### config.mk
export PLATFORM = sky130hd
export DESIGN_NAME = dmem_burst_master_flat
export DESIGN_NICKNAME = d
export VERILOG_FILES = /design/src/rtl/dmem_burst_master_if.sv /design/src/rtl/dmem_burst_master.sv /design/src/flat_wrapper.sv
export SDC_FILE = /design/constraint.sdc
export NUM_CORES = 1
export LEC_CHECK = 0
export ABC_AREA = 0
export CAP_MARGIN = 10
export CORE_ASPECT_RATIO = 1.5
export CORE_MARGIN = 4
export CORE_UTILIZATION = 41
export CTS_CLUSTER_SIZE = 8
export DETAILED_ROUTE_END_ITERATION = 8
export PLACE_DENSITY = 0.83
export SLEW_MARGIN = 25
export SYNTH_ARGS = -nofsm -noshare
export SYNTH_HDL_FRONTEND = slang
export SYNTH_SLANG_ARGS = --single-unit
export TNS_END_PERCENT = 1
### constraint.sdc
create_clock -name CLK -period 2.6 [get_ports CLK]
set_input_delay 0.52 -clock CLK [delete_from_list [all_inputs] [get_ports CLK]]
set_output_delay 0.52 -clock CLK [all_outputs]
set_load 0.01 [all_outputs]
### src/rtl/dmem_burst_master_if.sv
// Command, stream and dmem-port signals of the burst master.
// master = burst master's view; slave = the environment's view.
interface dmem_burst_master_if #(
    parameter int unsigned WIDTH = 48,
    parameter int unsigned CNT_W = 8
);
    // Command
    logic             START;
    logic             DIR;
    logic [WIDTH-1:0] BASE;
    logic [CNT_W-1:0] LEN;
    logic             BUSY;
    logic             DONE;

    // Write stream (into dmem)
    logic             S_VALID;
    logic [WIDTH-1:0] S_DATA;
    logic             S_READY;

    // Read stream (out of dmem)
    logic             M_VALID;
    logic [WIDTH-1:0] M_DATA;
    logic             M_READY;

    // dmem port
    logic             MEM_WE;
    logic [WIDTH-1:0] MEM_A;
    logic [WIDTH-1:0] MEM_WD;
    logic [WIDTH-1:0] MEM_RD;

    modport master (
        input  START, DIR, BASE, LEN, S_VALID, S_DATA, M_READY, MEM_RD,
        output BUSY, DONE, S_READY, M_VALID, M_DATA, MEM_WE, MEM_A, MEM_WD
    );

    modport slave (
        output START, DIR, BASE, LEN, S_VALID, S_DATA, M_READY, MEM_RD,
        input  BUSY, DONE, S_READY, M_VALID, M_DATA, MEM_WE, MEM_A, MEM_WD
    );
endinterface

### src/rtl/dmem_burst_master.sv
// Burst initiator for the dmem port: moves LEN consecutive words between a
// write stream and dmem, or from dmem to a registered read stream.
module dmem_burst_master #(
    parameter int unsigned WIDTH  = 48,
    parameter int unsigned CNT_W  = 8,
    parameter int unsigned STRIDE = 4
) (
    input logic                  CLK,
    input logic                  RST,
    dmem_burst_master_if.master  bus
);

    typedef enum logic [2:0] {
        StIdle,
        StWr,
        StRd,
        StDrain,
        StFin
    } state_e;

    state_e           state_q, state_d;
    logic [WIDTH-1:0] addr_q, addr_d;
    logic [CNT_W-1:0] rem_q, rem_d;
    logic             m_valid_q, m_valid_d;
    logic [WIDTH-1:0] m_data_q, m_data_d;

    logic             start_burst;
    logic             wr_hs;
    logic             rd_capture;
    logic             out_hs;
    logic             last_word;

    assign start_burst = (state_q == StIdle) && bus.START && (bus.LEN != '0);
    assign wr_hs       = (state_q == StWr) && bus.S_VALID && (rem_q != '0);
    // Output register may refill in the same cycle it is drained.
    assign rd_capture  = (state_q == StRd) && (rem_q != '0) && (!m_valid_q || bus.M_READY);
    assign out_hs      = m_valid_q && bus.M_READY;
    assign last_word   = (rem_q == CNT_W'(1));

    // State register
    always_ff @(posedge CLK) begin
        if (RST) begin
            state_q <= StIdle;
        end else begin
            state_q <= state_d;
        end
    end

    // Next-state logic
    always_comb begin
        state_d = state_q;
        unique case (state_q)
            StIdle: begin
                if (bus.START) begin
                    if (bus.LEN == '0) begin
                        state_d = StFin;
                    end else if (bus.DIR) begin
                        state_d = StWr;
                    end else begin
                        state_d = StRd;
                    end
                end
            end
            StWr: begin
                if (wr_hs && last_word) begin
                    state_d = StFin;
                end
            end
            StRd: begin
                if (rd_capture && last_word) begin
                    state_d = StDrain;
                end
            end
            StDrain: begin
                if (out_hs) begin
                    state_d = StFin;
                end
            end
            StFin: begin
                state_d = StIdle;
            end
            default: begin
                state_d = StIdle;
            end
        endcase
    end

    // Outputs
    always_comb begin
        bus.BUSY    = 1'b0;
        bus.DONE    = 1'b0;
        bus.S_READY = 1'b0;
        bus.MEM_WE  = 1'b0;
        bus.MEM_A   = '0;
        bus.MEM_WD  = '0;
        unique case (state_q)
            StWr: begin
                bus.BUSY    = 1'b1;
                bus.S_READY = 1'b1;
                bus.MEM_WE  = bus.S_VALID;
                bus.MEM_A   = addr_q;
                bus.MEM_WD  = bus.S_DATA;
            end
            StRd: begin
                bus.BUSY  = 1'b1;
                bus.MEM_A = addr_q;
            end
            StDrain: begin
                bus.BUSY = 1'b1;
            end
            StFin: begin
                bus.DONE = 1'b1;
            end
            default: begin
            end
        endcase
    end

    assign bus.M_VALID = m_valid_q;
    assign bus.M_DATA  = m_data_q;

    // Datapath next-state: address, remaining count, read-stream register
    always_comb begin
        addr_d    = addr_q;
        rem_d     = rem_q;
        m_valid_d = m_valid_q;
        m_data_d  = m_data_q;

        if (start_burst) begin
            addr_d = bus.BASE & ~WIDTH'(3);
            rem_d  = bus.LEN;
        end

        if (wr_hs) begin
            addr_d = addr_q + WIDTH'(STRIDE);
            rem_d  = rem_q - CNT_W'(1);
        end

        if (rd_capture) begin
            m_data_d  = bus.MEM_RD;
            m_valid_d = 1'b1;
            addr_d    = addr_q + WIDTH'(STRIDE);
            rem_d     = rem_q - CNT_W'(1);
        end else if (out_hs && (state_q == StRd || state_q == StDrain)) begin
            m_valid_d = 1'b0;
        end
    end

    always_ff @(posedge CLK) begin
        if (RST) begin
            addr_q    <= '0;
            rem_q     <= '0;
            m_valid_q <= 1'b0;
            m_data_q  <= '0;
        end else begin
            addr_q    <= addr_d;
            rem_q     <= rem_d;
            m_valid_q <= m_valid_d;
            m_data_q  <= m_data_d;
        end
    end

    // Active states always have at least one word left to move.
    a_rem_nonzero: assert property (@(posedge CLK) disable iff (RST)
        (state_q == StWr || state_q == StRd) |-> (rem_q != '0));

    a_done_not_busy: assert property (@(posedge CLK) disable iff (RST)
        bus.DONE |-> !bus.BUSY);

    a_we_only_in_wr: assert property (@(posedge CLK) disable iff (RST)
        bus.MEM_WE |-> (state_q == StWr));

endmodule
### src/flat_wrapper.sv
// flat-port wrapper written by rule: the top's interface ports become plain ports
module dmem_burst_master_flat 
#(
    parameter int unsigned WIDTH  = 48,
    parameter int unsigned CNT_W  = 8,
    parameter int unsigned STRIDE = 4
)
  (CLK, RST, bus_START, bus_DIR, bus_BASE, bus_LEN, bus_S_VALID, bus_S_DATA, bus_M_READY, bus_MEM_RD, bus_BUSY, bus_DONE, bus_S_READY, bus_M_VALID, bus_M_DATA, bus_MEM_WE, bus_MEM_A, bus_MEM_WD);
  dmem_burst_master_if #(.WIDTH(WIDTH), .CNT_W(CNT_W)) bus_i ();
  input logic CLK;
  input logic RST;
  input wire logic [$bits(bus_i.START)-1:0] bus_START;
  input wire logic [$bits(bus_i.DIR)-1:0] bus_DIR;
  input wire logic [$bits(bus_i.BASE)-1:0] bus_BASE;
  input wire logic [$bits(bus_i.LEN)-1:0] bus_LEN;
  input wire logic [$bits(bus_i.S_VALID)-1:0] bus_S_VALID;
  input wire logic [$bits(bus_i.S_DATA)-1:0] bus_S_DATA;
  input wire logic [$bits(bus_i.M_READY)-1:0] bus_M_READY;
  input wire logic [$bits(bus_i.MEM_RD)-1:0] bus_MEM_RD;
  output wire logic [$bits(bus_i.BUSY)-1:0] bus_BUSY;
  output wire logic [$bits(bus_i.DONE)-1:0] bus_DONE;
  output wire logic [$bits(bus_i.S_READY)-1:0] bus_S_READY;
  output wire logic [$bits(bus_i.M_VALID)-1:0] bus_M_VALID;
  output wire logic [$bits(bus_i.M_DATA)-1:0] bus_M_DATA;
  output wire logic [$bits(bus_i.MEM_WE)-1:0] bus_MEM_WE;
  output wire logic [$bits(bus_i.MEM_A)-1:0] bus_MEM_A;
  output wire logic [$bits(bus_i.MEM_WD)-1:0] bus_MEM_WD;
  assign bus_i.START = bus_START;
  assign bus_i.DIR = bus_DIR;
  assign bus_i.BASE = bus_BASE;
  assign bus_i.LEN = bus_LEN;
  assign bus_i.S_VALID = bus_S_VALID;
  assign bus_i.S_DATA = bus_S_DATA;
  assign bus_i.M_READY = bus_M_READY;
  assign bus_i.MEM_RD = bus_MEM_RD;
  assign bus_BUSY = bus_i.BUSY;
  assign bus_DONE = bus_i.DONE;
  assign bus_S_READY = bus_i.S_READY;
  assign bus_M_VALID = bus_i.M_VALID;
  assign bus_M_DATA = bus_i.M_DATA;
  assign bus_MEM_WE = bus_i.MEM_WE;
  assign bus_MEM_A = bus_i.MEM_A;
  assign bus_MEM_WD = bus_i.MEM_WD;
  dmem_burst_master #(.WIDTH(WIDTH), .CNT_W(CNT_W), .STRIDE(STRIDE)) u_core (.CLK(CLK), .RST(RST), .bus(bus_i));
endmodule
==> impl_metrics.yaml <==
pwr:
  intPower_w: 0.00400
  power.density_nw_per_um2: 619
  power.leakage_nw: 3.80
  finalPower_w: 0.00613
  ir_drop_mv: 0.342
  clkPwrFrac_pct: 23.8
  switching_power_w: 0.00213
  p_seq_share_pct: 34.0
  switching_share_pct: 34.8
  p_comb_share_pct: 42.2
outcome:
  outcome: "complete, no violations"
yosys:
  synth_most_common_cell: "nand2_1"
  syn_avg_cell_area_um2: 7.46
  seq_area_frac_synth_pct: 34.9
  yosysWarnings: 0
  synthTopCellsByCount: "nand2_1, dfxtp_1, and2_1"
  ys_async_sr_fraction_pct: 0
  ys.flop_type: "dfxtp_1"
  yosysTopAreaCell: "dfxtp_1"
  synth.distinct_cells: 59
  synth_top_area_share_pct: 34.9
  synth_edf_count: 0
  synth_seq_cells: 106
  synth.area.top_cells: "dfxtp_1, nand2_1, and2_1, a21oi_1, a31oi_1"
  syn_area_um2: 6080
  post_synth_inst_count: 815
min_path:
  holdPathStages: 2
  hp-class: "reg -> reg"
timing:
  maxSlewHeadroom_pct: 55.4
  rsz0062_at_grt: "yes"
  post-route-period-util_pct: 99.6
  fmax_ghz: 0.386
  worst_pin_slew_ps: 668
  finalSetupViolCount: 0
  final.setup.worst_slack_ps: 11.2
  clock_skew_ps: 12.6
  min_period_ps: 2590
  drv_slew: 0
  final-hold-violation-count: 0
placement:
  hpwl_um: 17200
  dpl_worst_slack_ps: -5.56
  placed_area_um2: 9500
  gp_congestion: 0.933
  placed_cells: 1288
  port_buffers: 302
worst_setup_path:
  reg2reg_to: "u_core.rem_q[5]"
  cp_max_fo: 25
  path_cells: "buf_6 > nand2b_1 > nor2_4 > clkbuf_16 > and2_1 > clkdlybuf4s50_1"
  crit_slowest_cell: "clkdlybuf4s50_1"
  critPathRequiredTime_ps: 2080
  critPathLaunchType: "flop"
  cp_data_arrival_time_ps: 2070
  critPathCaptureType: "primary output"
  crit_start: "u_core.state_q[0]"
  r2r_slack_ps: 210
  worstSetupPathType: "reg -> out"
  critPathMaxStageDelay_ps: 550
  crit_path_end: "bus_MEM_WD[23]"
  worstReg2RegStart: "u_core.rem_q[0]"
  worst-r2r-cell-count: 9
route:
  antenna_left: 0
  dr.pass1.iters: 5
  wl_per_cell_um: 17.4
  drt_wl_total_um: 22600
  drt_iter0_drc: 332
  num_vias: 7115
  drc: 0
  vias_per_cell: 5.45
cells_and_area:
  design_area_um2: 9910
  final_cells: 1305
  multi_input_area_um2: 3670
  fin_nets: 1265
  nFillCells: 1189
  regArea_um2: 2120
  layout-drive-gt1-share_pct: 7.32
  syn_to_final_growth_pct: 63.1
  utilization_pct: 68.2
die:
  start_util_pct: 41.8
  io_pins: 307
  core_area_um2: 14500
  dieHeight_um: 157
  die_area_um2: 16900
  die_w_um: 107
  rows: 54
global_route:
  grt_max_degree: 51
  grtUsageTotal_pct: 25.3
  grt_pass1_wl_um: 34400
  grt_overflow: 0
  grt_pass1_vias: 6680
  antenna_found_initial: 3
clock_network:
  clkTransAtPathRegs_ps: 80
  cts_tree: "built"
  cts.sink_count: 106
  cts_setup_buffers: 0
  clockBufferDepth: 2
  clk_latency_ps: 350
  numCtsBuffers: 9
  root_buffer: "clkbuf_16"
  cts_max_level: 3
flow_run:
  cap_viol_max_count: 0
flip-flops by register name, indices dropped and copies added (netlist names):
signal / flops
u_core.addr_q: 46
u_core.state_q: 3
u_core.rem_q: 8
u_core.bus.M_VALID: 1
u_core.bus.M_DATA: 48
critical path: cells and delay by family, from the launching register on:
family,cells,cell delay (ps)
AND/OR/NAND/NOR,3,450
flip-flops,1,360
buffers and inverters,3,920
through the flow:
step / TNS (ps) / hold WS [ps]
floorplan: 0 / 480
global route: -265 / 467
global placement: 0 / 440
finish: 0 / 452
detailed placement: -5.56 / 446
CTS: 0 / 455
final cells by class:
class | instances | area share [%]
Antenna cell | 2 | 0.0505
Clock buffer | 10 | 2.31
Clock inverter | 4 | 0.783
Inverter | 11 | 0.417
Multi-Input combinational cell | 634 | 37.1
Sequential cell | 106 | 21.4
Tap cell | 196 | 2.48
Timing Repair Buffer | 342 | 35.4
routing by layer:
metal | vias to the layer above | routed length [µm] | track usage [%] | part of all wire [%]
met4 | 2 | 717 | 9.45 | 3.2
met5 | - | 13 | 0 | 0.057
met1 | 3308 | 8420 | 29.2 | 37
met3 | 43 | 2160 | 9.44 | 9.5
met2 | 281 | 11300 | 42.7 | 50
li1 | 3481 | - | - | -
kinds of logic after synthesis:
| group | after synthesis | share of synthesized area [%] |
|---|---|---|
| multiplexers | 2 | 0.350 |
| buffers and inverters | 76 | 5.29 |
| AO/OA/AOI/OAI | 184 | 19.9 |
| adder cells (fa/ha/maj) | 3 | 0.618 |
| XOR/XNOR | 3 | 0.433 |
| flip-flops | 106 | 34.9 |
| AND/OR/NAND/NOR | 440 | 38.4 |
| other | 1 | 0.0617 |
repair_timing:
item                                    CTS  global route
gates resized for setup                   7            27
endpoints found under the setup margin   46            39
gates cloned                              0             1
hold buffers                              0             0
cell usage in the layout (no fill, tap or decap), types with 4 or more instances in the layout:
| master | instances |
|---|---|
| a21oi_1 | 69 |
| nand3b_1 | 4 |
| nand4_1 | 18 |
| or2_2 | 6 |
| nor4_1 | 9 |
| and2_1 | 94 |
| clkdlybuf4s50_1 | 272 |
| nor2b_1 | 4 |
| inv_1 | 11 |
| nand2b_1 | 4 |
| o311ai_0 | 9 |
| nor2_1 | 23 |
| buf_12 | 9 |
| a31oi_1 | 34 |
| o21ai_0 | 6 |
| dfxtp_1 | 104 |
| nor3_1 | 19 |
| clkbuf_16 | 10 |
| nand3_1 | 29 |
| a22oi_1 | 4 |
| dlygate4sd2_1 | 4 |
| nand2_1 | 169 |
| dlymetal6s2s_1 | 25 |
| or4_1 | 19 |
| a2bb2oi_1 | 11 |
| or3_1 | 19 |
| buf_4 | 30 |
| o211ai_1 | 27 |
worst min path at each step:
| stage | start | endpoint | slack [ps] |
|---|---|---|---|
| 2_1_floorplan | u_core.rem_q[1] | u_core.rem_q[1] | 480 |
| 3_3_place_gp | u_core.bus.M_DATA[9] | u_core.bus.M_DATA[9] | 440 |
| 3_5_place_dp | u_core.bus.M_DATA[33] | u_core.bus.M_DATA[33] | 450 |
| 4_1_cts | u_core.bus.M_DATA[47] | u_core.bus.M_DATA[47] | 450 |
| 5_1_grt | u_core.bus.M_DATA[9] | u_core.bus.M_DATA[9] | 470 |
| 6_report | u_core.bus.M_DATA[22] | u_core.bus.M_DATA[22] | 450 |
power groups by stage:
stage               registers [W]  clock network [W]  logic [W]
global route              0.00212            0.00156    0.00281
CTS                       0.00208            0.00148    0.00258
global placement          0.00210                  0    0.00253
floorplan                 0.00209                  0    0.00126
detailed placement        0.00211                  0    0.00256
finish                    0.00209            0.00146    0.00259
(Power assumes the default switching activity.)
